[config.mk]
export PLATFORM = sky130hd
export DESIGN_NAME = store_drain_queue
export DESIGN_NICKNAME = d
export VERILOG_FILES = /design/src/rtl/store_drain_queue_pkg.sv /design/src/rtl/stq_fwd_match.sv /design/src/rtl/store_drain_queue.sv
export SDC_FILE = /design/constraint.sdc
export NUM_CORES = 1
export LEC_CHECK = 0
export ABC_AREA = 1
export BUFFER_PORTS_ARGS = -buffer_cell sky130_fd_sc_hd__buf_2
export CAP_MARGIN = 20
export CORE_MARGIN = 8
export CORE_UTILIZATION = 55
export CTS_BUF_LIST = sky130_fd_sc_hd__clkbuf_4 sky130_fd_sc_hd__clkbuf_8 sky130_fd_sc_hd__clkbuf_16
export DETAILED_ROUTE_END_ITERATION = 16
export PLACE_DENSITY = 0.75
export SLEW_MARGIN = 10
export SYNTH_ARGS = -nofsm -noshare
export SYNTH_HDL_FRONTEND = slang
export SYNTH_SLANG_ARGS = --single-unit
[constraint.sdc]
create_clock -name clk -period 15 [get_ports clk]
set_input_delay 3 -clock clk [delete_from_list [all_inputs] [get_ports clk]]
set_output_delay 3 -clock clk [all_outputs]
set_load 0.02 [all_outputs]
[src/rtl/store_drain_queue_pkg.sv]
// Shared constants and types for the store drain queue.
//   ADDR_LEN / DATA_LEN : data-memory address and word widths
//   STQ_DEPTH / STQ_PTR_W : default queue depth and pointer width
//   stq_entry_t : one buffered store {addr, data}
package store_drain_queue_pkg;

  localparam int ADDR_LEN  = 32;
  localparam int DATA_LEN  = 32;

  localparam int STQ_DEPTH = 4;
  localparam int STQ_PTR_W = 2;

  typedef struct packed {
    logic [ADDR_LEN-1:0] addr;
    logic [DATA_LEN-1:0] data;
  } stq_entry_t;

endpackage

[src/rtl/stq_fwd_match.sv]
// Youngest-match search over the occupied queue entries.
//   entries : queue storage, indexed by physical slot
//   head    : slot of the oldest entry
//   count   : number of occupied entries (0..DEPTH)
//   ld_addr : load address to match (full-width compare)
//   hit     : some occupied entry matches ld_addr
//   data    : data of the youngest matching entry (0 when no hit)
module stq_fwd_match
  import store_drain_queue_pkg::*;
#(
  parameter int DEPTH = STQ_DEPTH,
  parameter int PTR_W = STQ_PTR_W
) (
  input  stq_entry_t [DEPTH-1:0] entries,
  input  logic [PTR_W-1:0]       head,
  input  logic [PTR_W:0]         count,
  input  logic [ADDR_LEN-1:0]    ld_addr,
  output logic                   hit,
  output logic [DATA_LEN-1:0]    data
);

  // Walk oldest to youngest; a later match overwrites an earlier one, so the
  // survivor is the youngest. Slot index wraps naturally at PTR_W bits.
  always_comb begin
    hit  = 1'b0;
    data = '0;
    for (int i = 0; i < DEPTH; i++) begin
      if (((PTR_W+1)'(i) < count) &&
          (entries[head + PTR_W'(i)].addr == ld_addr)) begin
        hit  = 1'b1;
        data = entries[head + PTR_W'(i)].data;
      end
    end
  end

endmodule

[src/rtl/store_drain_queue.sv]
// Committed-store buffer in front of the single-port data memory.
// Buffers stores, drains them in order whenever no load takes the port,
// and forwards queued data so loads always see the newest committed value.
//   clk, reset          : clock, async active-high reset
//   st_valid/addr/data  : store enqueue; st_full back-pressures commit
//   ld_req/ld_addr      : load request; ld_stall when not accepted
//   ld_valid/ld_data    : load response, one cycle after acceptance
//   dmem_*              : memory port (1-cycle registered read)
//   drained             : queue empty
module store_drain_queue
  import store_drain_queue_pkg::*;
#(
  parameter int DEPTH = STQ_DEPTH,
  parameter int PTR_W = STQ_PTR_W
) (
  input  logic                clk,
  input  logic                reset,
  input  logic                st_valid,
  input  logic [ADDR_LEN-1:0] st_addr,
  input  logic [DATA_LEN-1:0] st_data,
  output logic                st_full,
  input  logic                ld_req,
  input  logic [ADDR_LEN-1:0] ld_addr,
  output logic                ld_stall,
  output logic                ld_valid,
  output logic [DATA_LEN-1:0] ld_data,
  output logic [ADDR_LEN-1:0] dmem_addr,
  output logic [DATA_LEN-1:0] dmem_wdata,
  output logic                dmem_we,
  input  logic [DATA_LEN-1:0] dmem_rdata,
  output logic                drained
);

  stq_entry_t [DEPTH-1:0] entries;
  logic [PTR_W-1:0]       head;
  logic [PTR_W-1:0]       tail;
  logic [PTR_W:0]         count;

  logic                   enq;
  logic                   ld_acc;
  logic                   drain;

  logic                   q_hit;
  logic [DATA_LEN-1:0]    q_data;
  logic                   fwd_hit;
  logic [DATA_LEN-1:0]    fwd_data;
  logic                   fwd_hit_q;
  logic [DATA_LEN-1:0]    fwd_data_q;

  assign st_full = (count == (PTR_W+1)'(DEPTH));
  assign drained = (count == '0);

  // A full queue hands the port to the drain so commit can never deadlock
  // behind a stream of loads.
  assign enq      = st_valid && !st_full;
  assign ld_acc   = ld_req && !st_full;
  assign ld_stall = ld_req && st_full;
  assign drain    = !ld_acc && (count != '0);

  assign dmem_we    = drain;
  assign dmem_addr  = drain ? entries[head].addr : ld_addr;
  assign dmem_wdata = entries[head].data;

  always_ff @(posedge clk or posedge reset) begin
    if (reset) begin
      entries <= '0;
      head    <= '0;
      tail    <= '0;
      count   <= '0;
    end else begin
      if (enq) begin
        entries[tail] <= '{addr: st_addr, data: st_data};
        tail          <= tail + 1'b1;
      end
      if (drain) begin
        head <= head + 1'b1;
      end
      case ({enq, drain})
        2'b10:   count <= count + 1'b1;
        2'b01:   count <= count - 1'b1;
        default: count <= count;
      endcase
    end
  end

  stq_fwd_match #(
    .DEPTH (DEPTH),
    .PTR_W (PTR_W)
  ) u_fwd (
    .entries (entries),
    .head    (head),
    .count   (count),
    .ld_addr (ld_addr),
    .hit     (q_hit),
    .data    (q_data)
  );

  // A store entering this very cycle is younger than anything queued.
  always_comb begin
    fwd_hit  = q_hit;
    fwd_data = q_data;
    if (enq && (st_addr == ld_addr)) begin
      fwd_hit  = 1'b1;
      fwd_data = st_data;
    end
  end

  always_ff @(posedge clk or posedge reset) begin
    if (reset) begin
      ld_valid   <= 1'b0;
      fwd_hit_q  <= 1'b0;
      fwd_data_q <= '0;
    end else begin
      ld_valid  <= ld_acc;
      fwd_hit_q <= ld_acc && fwd_hit;
      if (ld_acc) begin
        fwd_data_q <= fwd_data;
      end
    end
  end

  // Held at zero between responses so the bus is quiet after reset.
  assign ld_data = !ld_valid ? '0 : (fwd_hit_q ? fwd_data_q : dmem_rdata);

  st_full_protocol : assert property (
    @(posedge clk) disable iff (reset) !(st_valid && st_full)
  ) else $error("store_drain_queue: store offered while queue full was dropped");

endmodule

== Word level (Yosys, flattened, before mapping) ==
Index checks and enable logic that the tools add are counted.

* Reductions and logical operators: 16
* Equality and inequality tests: 8
* Mux-type cells: 25
* Magnitude comparators: 10
* Multipliers: 0
* Bitwise logic cells: 0
* $add $sub $neg: 6
* Div/mod/pow operators: 0
* Shifts and indexed selects: 0

{| class="wikitable"
|+ Operators with widths
! kind !! number
|-
| 64-bit binary-select mux with 2-bit select || 4
|-
| 64-bit 2-to-1 mux || 5
|-
| 256-bit bitwise mux || 1
|-
| 32-bit 2-to-1 mux || 8
|-
| 32-bit == test || 5
|-
| 64-bit demux with 2-bit select || 1
|-
| 2-bit by 3-bit < comparator with 1-bit output, second input constant || 5
|-
| 1-bit logical AND || 11
|-
| 1-bit by 3-bit < comparator with 1-bit output, first input constant || 2
|-
| 2-bit by 3-bit < comparator with 1-bit output, first input constant || 2
|-
| 3-bit one-hot mux with 2 select lines || 1
|-
| 1-bit 2-to-1 mux || 5
|-
| 2-bit by 1-bit adder with 2-bit output, second input constant || 2
|-
| 2-bit adder, second input constant || 2
|-
| 3-bit by 1-bit adder with 3-bit output, second input constant || 1
|-
| 3-bit == test, second input constant || 1
|-
| 3-bit zero test || 1
|-
| 3-bit nonzero test || 1
|-
| 3-bit by 1-bit subtractor with 3-bit output, second input constant || 1
|-
| 2-bit by 1-bit == test with 1-bit output, second input constant || 1
|-
| 2-bit == test, second input constant || 1
|-
| 2-bit by 1-bit >= comparator with 1-bit output, second input constant || 1
|-
| 1-bit zero test || 2
|-
| 2-bit nonzero test || 1
|}

* Memory bits (read-only): 0
* Memories: 0
* Memory bits (writable): 0
* Input port bits: 132
* Register bits after elaboration: 297
* Word-level logic and storage cells: 79
* Output and inout port bits: 101
* Latch bits: 0

== Longest topological paths before layout ==
Gate-level depths: netlist of run 1.

* Depth in word-level cells: 10
* Depth in mapped cells: 23
* Gate-level depth less buffers: 19

== Modules after synthesis ==
A second synthesis of run 1 with hierarchy kept.

* Cell total of the unflattened synthesis: 3862
* Area, all modules: 23936.7 µm²

{| class="wikitable"
|+ Modules (own cells, without submodules)
! module !! seq. area each (µm²) !! area each (µm²) !! instances !! cells an instance
|-
| store_drain_queue || 7432.1 || 14401.3 || 1 || 1859
|-
| stq_fwd_match || 0.0 || 9535.4 || 1 || 2003
|}

== Least setup slack after synthesis of run 1 ==
Ideal clock, no wire load.

* Path kind: in2out
* From: input port ld_req
* To: output port dmem_addr[23]
* Path buffers: 1
* Required time: 12000 ps
* Arrival time: 4626 ps
* Stages on the path: 4
* Setup slack: 7374 ps
* Path through: o21ai_1 > clkinv_1 > clkbuf_1 > o21ai_0

* Longest elaborated chain between the ends: 4

{| class="wikitable"
|+ RTL lines
! element !! line !! text
|-
| from (decl) || store_drain_queue.sv:22 || <nowiki>input logic ld_req,</nowiki>
|-
| 1-bit logical AND || store_drain_queue.sv:56 || <nowiki>assign ld_acc = ld_req && !st_full;</nowiki>
|-
| 1-bit zero test || store_drain_queue.sv:58 || <nowiki>assign drain = !ld_acc && (count != '0);</nowiki>
|-
| 1-bit logical AND || store_drain_queue.sv:58 ||
|-
| 32-bit 2-to-1 mux || store_drain_queue.sv:61 || <nowiki>assign dmem_addr = drain ? entries[head].addr : ld_addr;</nowiki>
|-
| to (decl) || store_drain_queue.sv:27 || <nowiki>output logic [ADDR_LEN-1:0] dmem_addr,</nowiki>
|}

No other way between the ends.

== Worst setup path after layout of run 1 ==
* From: input port ld_req
* To: output port dmem_addr[15]

The elaborated chain is that of the path after synthesis.

==> results of run 1 <==
[metal layers]
| metal | up-vias | GRT usage (%) | wire [microns] |
|---|---|---|---|
| li1 | 11662 | - | - |
| met1 | 10792 | 41.8 | 31000 |
| met2 | 1091 | 47.7 | 32600 |
| met3 | 175 | 6.49 | 7380 |
| met4 | 8 | 12.2 | 2640 |
| met5 | - | 0 | 46 |
[layout make-up]
class | count | share of cell area, %
Inverter | 317 | 4.98
Sequential cell | 297 | 30.8
Clock inverter | 13 | 0.610
Tap cell | 525 | 2.72
Clock buffer | 51 | 4.44
Multi-Input combinational cell | 2767 | 50.7
Timing Repair Buffer | 260 | 5.83
[worst reg2reg max path: stages, from the launching register on]
cell and delay (ps):
dfrtp_4 800, buf_4 870, nand2_2 180, nand2_4 770, buf_4 660, nand2_1 180
nand2_1 90, nand2_1 40, nand2_1 130, nand3_1 140, nor2_1 120, nand2_1 120
nor2_4 170, nand3_2 790, nand3_1 320, nand3_1 100, nand2_1 100, nand2_1 90
nand2_1 130, nand2_1 70
[power groups by stage]
stage / clock (mW) / sequential [mW] / combinational, mW
floorplan: 0 / 1.31 / 2.54
global route: 0.948 / 1.45 / 3.76
CTS: 0.919 / 1.40 / 3.27
finish: 0.907 / 1.40 / 3.33
global placement: 0 / 1.40 / 3.22
detailed placement: 0 / 1.41 / 3.26
[final timing paths]
kind | startpoint | end | slack [ps] | cells after the start
max in group asynchronous | reset | entries[155] | 10220 | 4
worst max register to register | head[1] | fwd_data_q[2] | 9040 | 19
worst min register to register | fwd_data_q[13] | fwd_data_q[13] | 480 | 2
worst max-delay path | ld_req | dmem_addr[15] | 7490 | 6
min in group asynchronous | reset | entries[61] | 2510 | 2
worst min-delay path | fwd_data_q[13] | fwd_data_q[13] | 480 | 2
[registers in the layout (all words and copies together) (netlist names)]
| signal | count |
|---|---|
| ld_valid | 1 |
| entries | 256 |
| fwd_hit_q | 1 |
| count | 3 |
| head | 2 |
| tail | 2 |
| fwd_data_q | 32 |
[cell families (layout without fill, tap and decap cells)]
family | count (synthesis) | after routing | synth area share, %
AO/OA/AOI/OAI | 756 | 756 | 17.5
flip-flops | 297 | 297 | 33.6
buffers and inverters | 565 | 641 | 11.2
adder cells (fa/ha/maj) | 10 | 10 | 0.566
AND/OR/NAND/NOR | 1957 | 1957 | 35.4
XOR/XNOR | 44 | 44 | 1.74
[stage by stage]
stage	cells	cell area [sq um]
6_report	4230	24200
5_1_grt	4230	24200
4_1_cts	4228	24100
3_5_place_dp	4164	22900
3_3_place_gp	4164	22900
2_1_floorplan	3629	22100
[placed cells by master, fill, tap and decap left out, types with 10 or more instances in the layout]
cell       count
ha_1          10
buf_2        232
inv_1        312
nand3_1      291
o21ai_0      617
o22ai_1       13
buf_4         26
o211ai_1      14
clkbuf_16     37
nor3_1        36
dfrtp_1      295
o21ai_1       67
nand2_1     1432
xnor2_1       11
a21oi_1       36
xor2_1        33
nor2_1       165
==> results.py, run 1 <==
metrics = {
    "layout": {
        "area_growth_pct": 9.45,
        "layout.nets": 3822,
        "n_antenna_cell": 0,
        "nFillCells": 3962,
        "register_area_sq_mm": 0.00744,
        "postLayoutCoreUtil_pct": 60.9,
        "multi_input_area_sq_mm": 0.0123,
        "drive_above_1_share_pct": 9.39,
    },
    "sta": {
        "hold_viol_final": 0,
        "worstMarginPinSlew_ps": 1030,
        "fmax_mhz": 133,
        "skew_ps": 26.4,
        "relSlewSlack_pct": 31.5,
        "fin_ws_ps": 7490,
        "hold_ws_ps": 480,
        "tns_ps": 0,
        "min_period_ps": 7510,
        "maxSlewViolCount": 0,
        "rsz0062_at_grt": "no",
        "setup_violations": 0,
        "fin_crit_sh_pct": 50.0,
    },
    "detailed_routing": {
        "via_count": 23728,
        "wire_per_inst_microns": 17.4,
        "vias_per_cell": 5.61,
        "dr.pass1.iters": 7,
        "ant_nets": 0,
        "post-route-drc-count": 0,
        "routed_wl_microns": 73700,
        "drt_iter0_drc": 2414,
    },
    "logic_synthesis": {
        "ys_ff_latch": 297,
        "async_flop_share_pct": 100,
        "synth_flop_cell": "dfrtp_1",
        "ys_seq_area_share_pct": 33.6,
        "synth_top_cell_area_share_pct": 33.6,
        "yosysMostFrequentCell": "nand2_1",
        "syn_area_per_cell_sq_um": 6.09,
        "ys_types": 38,
        "netlist_area_sq_mm": 0.0221,
        "netlist_top_cells_area": "dfrtp_1, nand2_1, o21ai_0",
        "synth_edf_count": 0,
        "yosys.area.top_type": "dfrtp_1",
        "ys_top_cells_by_count": "nand2_1, o21ai_0, inv_1, dfrtp_1, nand3_1",
        "syn_nets": 3771,
        "netlist_instances": 3629,
        "ys_warn_count": 0,
    },
    "clock_network": {
        "h-tree-depth": 2,
        "cts_sinks": 297,
        "cts_buffer_depth": 3,
        "cts_setup_buffers": 0,
        "postCtsHoldBufs": 0,
        "clk_latency_ps": 570,
        "cts_resized": 0,
        "cts-root-buf": "clkbuf_16",
        "clk_pin_slew_ps": 60,
        "cts_tree": "yes",
        "cts_inserted_buffers": 37,
    },
    "pwr": {
        "p_total_mw": 5.64,
        "ir_drop_v": 0.000200,
        "power.share.combinational_pct": 59.0,
        "power.switching_mw": 3.00,
        "switching_share_pct": 53.1,
        "clkPwrFrac_pct": 16.1,
        "p_per_area_mw_per_mm2": 233,
        "p_leak_nw": 12.8,
        "power_frac_seq_pct": 24.9,
        "p_int_mw": 2.64,
    },
    "grt": {
        "grt-ovfl-total": 0,
        "grt.total_usage_pct": 30.8,
        "first_global_vias": 21581,
        "grt_max_degree": 113,
        "grt_pass1_wl_microns": 118000,
        "antenna_found_initial": 4,
    },
    "setup_path": {
        "crit_required_ps": 12000,
        "critical_path_class": "input pin to output port",
        "start_kind": "input pin",
        "cp_slowest_cell": "o21ai_1",
        "critPathMostFrequentCell": "buf_2",
        "cp_num_buf_inv": 4,
        "worstPathCellList": "buf_2 > o21ai_1 > clkinv_1 > buf_4 > o21ai_0 > buf_2",
        "crit_path_end_kind": "output port",
        "worst_path_largest_cell_delay_ps": 480,
        "cp_max_fo": 64,
        "arrival_ps": 4510,
        "crit_family": "buffers and inverters",
    },
    "place": {
        "portBuffers": 232,
        "dp_slack_ps": 7490,
        "hpwl_microns": 49500,
        "gp_congestion": 1.04,
    },
    "floorplanning": {
        "dieHeight_microns": 216,
        "die_x_microns": 216,
        "rows": 73,
        "start_util_pct": 55.6,
        "dieArea_sq_mm": 0.0469,
        "pin_count": 233,
        "coreArea_sq_mm": 0.0397,
    },
    "outcome": {
        "status": "finished, final reports clean",
    },
    "hold_path": {
        "hp-class": "flop to flop",
    },
    "run": {
        "drv_cap": 0,
    },
}
Power figures use the tool's default switching activity.
==> inputs of run 2 (changes only) <==
clock period = 7.1 ns   (was 15 ns; I/O delays follow)
==> run 2 against run 1 <==
  * Non-clock buffer count increased by 2
  * Clock power grew 100%
  * Critical path depth decreased by 1
  * Utilization down 0.18 points
  * Cell count is essentially flat
  * Clock skew is 5.0 ps lower
  * Worst setup slack got worse by 5900 ps
  * Critical path type is now flop to output port
  * Highest routed layer is now met4
==> results.py, run 2 (synthesis gave the netlist of run 1 again) <==
metrics = {
    "clock_network": {
        "cts_sinks": 297,
        "postCtsHoldBufs": 0,
        "cts_inserted_buffers": 35,
        "cts_setup_buffers": 0,
        "cts-root-buf": "clkbuf_16",
        "cts_buffer_depth": 3,
        "cts_tree": "yes",
        "clk_pin_slew_ps": 60,
        "h-tree-depth": 2,
        "cts_resized": 0,
        "clk_latency_ps": 560,
    },
    "floorplanning": {
        "start_util_pct": 55.6,
        "pin_count": 233,
        "dieArea_sq_mm": 0.0469,
        "coreArea_sq_mm": 0.0397,
        "dieHeight_microns": 216,
        "rows": 73,
        "die_x_microns": 216,
    },
    "layout": {
        "stdcell_count": 4231,
        "final_cell_mix": "nand2_1, o21ai_0, inv_1",
        "final_common_cell": "nand2_1",
        "area_growth_pct": 9.14,
        "layout.nets": 3822,
        "reg_top3": "entries x256, fwd_data_q x32, count x3",
        "top_register": "entries",
        "n_antenna_cell": 0,
        "largest_reg_flops": 256,
        "drive_above_1_share_pct": 9.39,
    },
    "run": {
        "drv_cap": 0,
    },
    "detailed_routing": {
        "drt_iter0_drc": 2565,
        "vias_per_cell": 5.62,
        "wire_per_inst_microns": 17.6,
        "routed_wl_microns": 74600,
        "via_count": 23784,
        "dr.pass1.iters": 8,
        "post-route-drc-count": 0,
        "ant_nets": 0,
    },
    "setup_path": {
        "start_kind": "flop",
        "arrival_ps": 4060,
        "cp_slowest_cell": "dfrtp_4",
        "crit_path_end_kind": "output port",
        "r2r_cells": 18,
        "critical_path_class": "flop to output port",
        "cp_max_fo": 96,
        "r2r_start": "head[0]",
        "crit_required_ps": 5680,
        "r2r_slack_ps": 1680,
        "worstPathCellList": "buf_4 > buf_4 > o21ai_0 > o21ai_0 > buf_2",
        "worst_path_largest_cell_delay_ps": 910,
        "rr_endpoint": "fwd_data_q[0]",
    },
    "place": {
        "gp_congestion": 1.04,
        "dp_slack_ps": 1950,
        "placed_cells": 4168,
        "portBuffers": 232,
        "hpwl_microns": 50800,
    },
    "pwr": {
        "p_total_mw": 11.9,
        "clkPwrFrac_pct": 15.6,
        "p_int_mw": 5.51,
        "power.switching_mw": 6.36,
        "p_per_area_mw_per_mm2": 492,
        "power.share.combinational_pct": 59.0,
        "p_leak_nw": 12.8,
        "switching_share_pct": 53.6,
        "power_frac_seq_pct": 25.4,
        "ir_drop_v": 0.000401,
    },
    "hold_path": {
        "hp-start": "entries[70]",
        "min_path_cells": 2,
        "min_to": "entries[70]",
        "hp-class": "flop to flop",
    },
    "grt": {
        "grt.total_usage_pct": 31.4,
        "first_global_vias": 21820,
        "antenna_found_initial": 0,
        "grt_pass1_wl_microns": 120000,
        "grt-ovfl-total": 0,
        "grt_max_degree": 118,
    },
    "sta": {
        "fin_crit_sh_pct": 77.3,
        "skew_ps": 21.4,
        "relSlewSlack_pct": 30.4,
        "min_period_ps": 5480,
        "rsz0062_at_grt": "no",
        "hold_viol_final": 0,
        "worstMarginPinSlew_ps": 1040,
        "maxSlewViolCount": 0,
        "fin_ws_ps": 1620,
        "setup_violations": 0,
        "tns_ps": 0,
        "fmax_mhz": 182,
    },
    "outcome": {
        "status": "finished, final reports clean",
    },
}
[run 2: changes by cell type in the layout (fill, tap and decap cells not counted)]
cell	before	now
or2_2	3	2
clkinvlp_4	1	3
clkinv_4	1	2
clkinv_2	6	8
buf_12	0	1
clkbuf_4	7	4
bufinv_16	2	1
clkinv_8	2	1
buf_16	2	0
or2_1	2	3
inv_8	1	0
buf_4	26	29
clkbuf_8	7	8
clkbuf_16	37	36
[run 2: per-stage QoR]
step                      util [%]  instance area, sq um  hold WS [ps]
after CTS                     60.7                 24100           487
after global routing          60.7                 24100           506
final                         60.7                 24100           483
after global placement        57.8                 23000           466
after floorplan                  -                 22100           450
after detailed placement      57.8                 23000           473
[run 2: critical path: cells and delay by family, from the launching register on]
kind / cells / cell delay (ps)
buffers and inverters: 3 / 1810
flip-flops: 1 / 910
AO/OA/AOI/OAI: 2 / 700
[run 2: power groups by stage]
stage | combinational (mW) | sequential [mW] | clock, mW
2_1_floorplan | 5.37 | 2.77 | 0
3_3_place_gp | 6.77 | 3.00 | 0
3_5_place_dp | 6.86 | 3.01 | 0
4_1_cts | 6.89 | 3.00 | 1.87
5_1_grt | 7.90 | 3.12 | 1.93
6_report | 7.00 | 3.02 | 1.85
[run 2: worst max-delay path by stage]
stage / slack (ps) / to / startpoint
2_1_floorplan: 1730 / count[0] / reset
6_report: 1620 / dmem_wdata[31] / head[0]
3_3_place_gp: 2050 / fwd_data_q[30] / head[0]
5_1_grt: 1370 / dmem_wdata[31] / head[0]
4_1_cts: 1630 / dmem_addr[28] / head[0]
3_5_place_dp: 1950 / fwd_data_q[0] / head[0]
[run 2: layer usage]
layer	vias to the layer above	part of all wire, %	track usage, %
met5	-	0	0
met4	0	4.3	13.4
met3	207	9.5	5.84
met2	1142	43	47.6
met1	10765	43	43.5
li1	11670	-	-
[run 2: area by class of cell]
type | instances | area [sq um]
Inverter | 317 | 1200
Timing Repair Buffer | 262 | 1400
Fill cell | 3998 | 15600
Clock inverter | 15 | 128
Sequential cell | 297 | 7440
Tap cell | 525 | 657
Multi-Input combinational cell | 2767 | 12300
Clock buffer | 48 | 1040
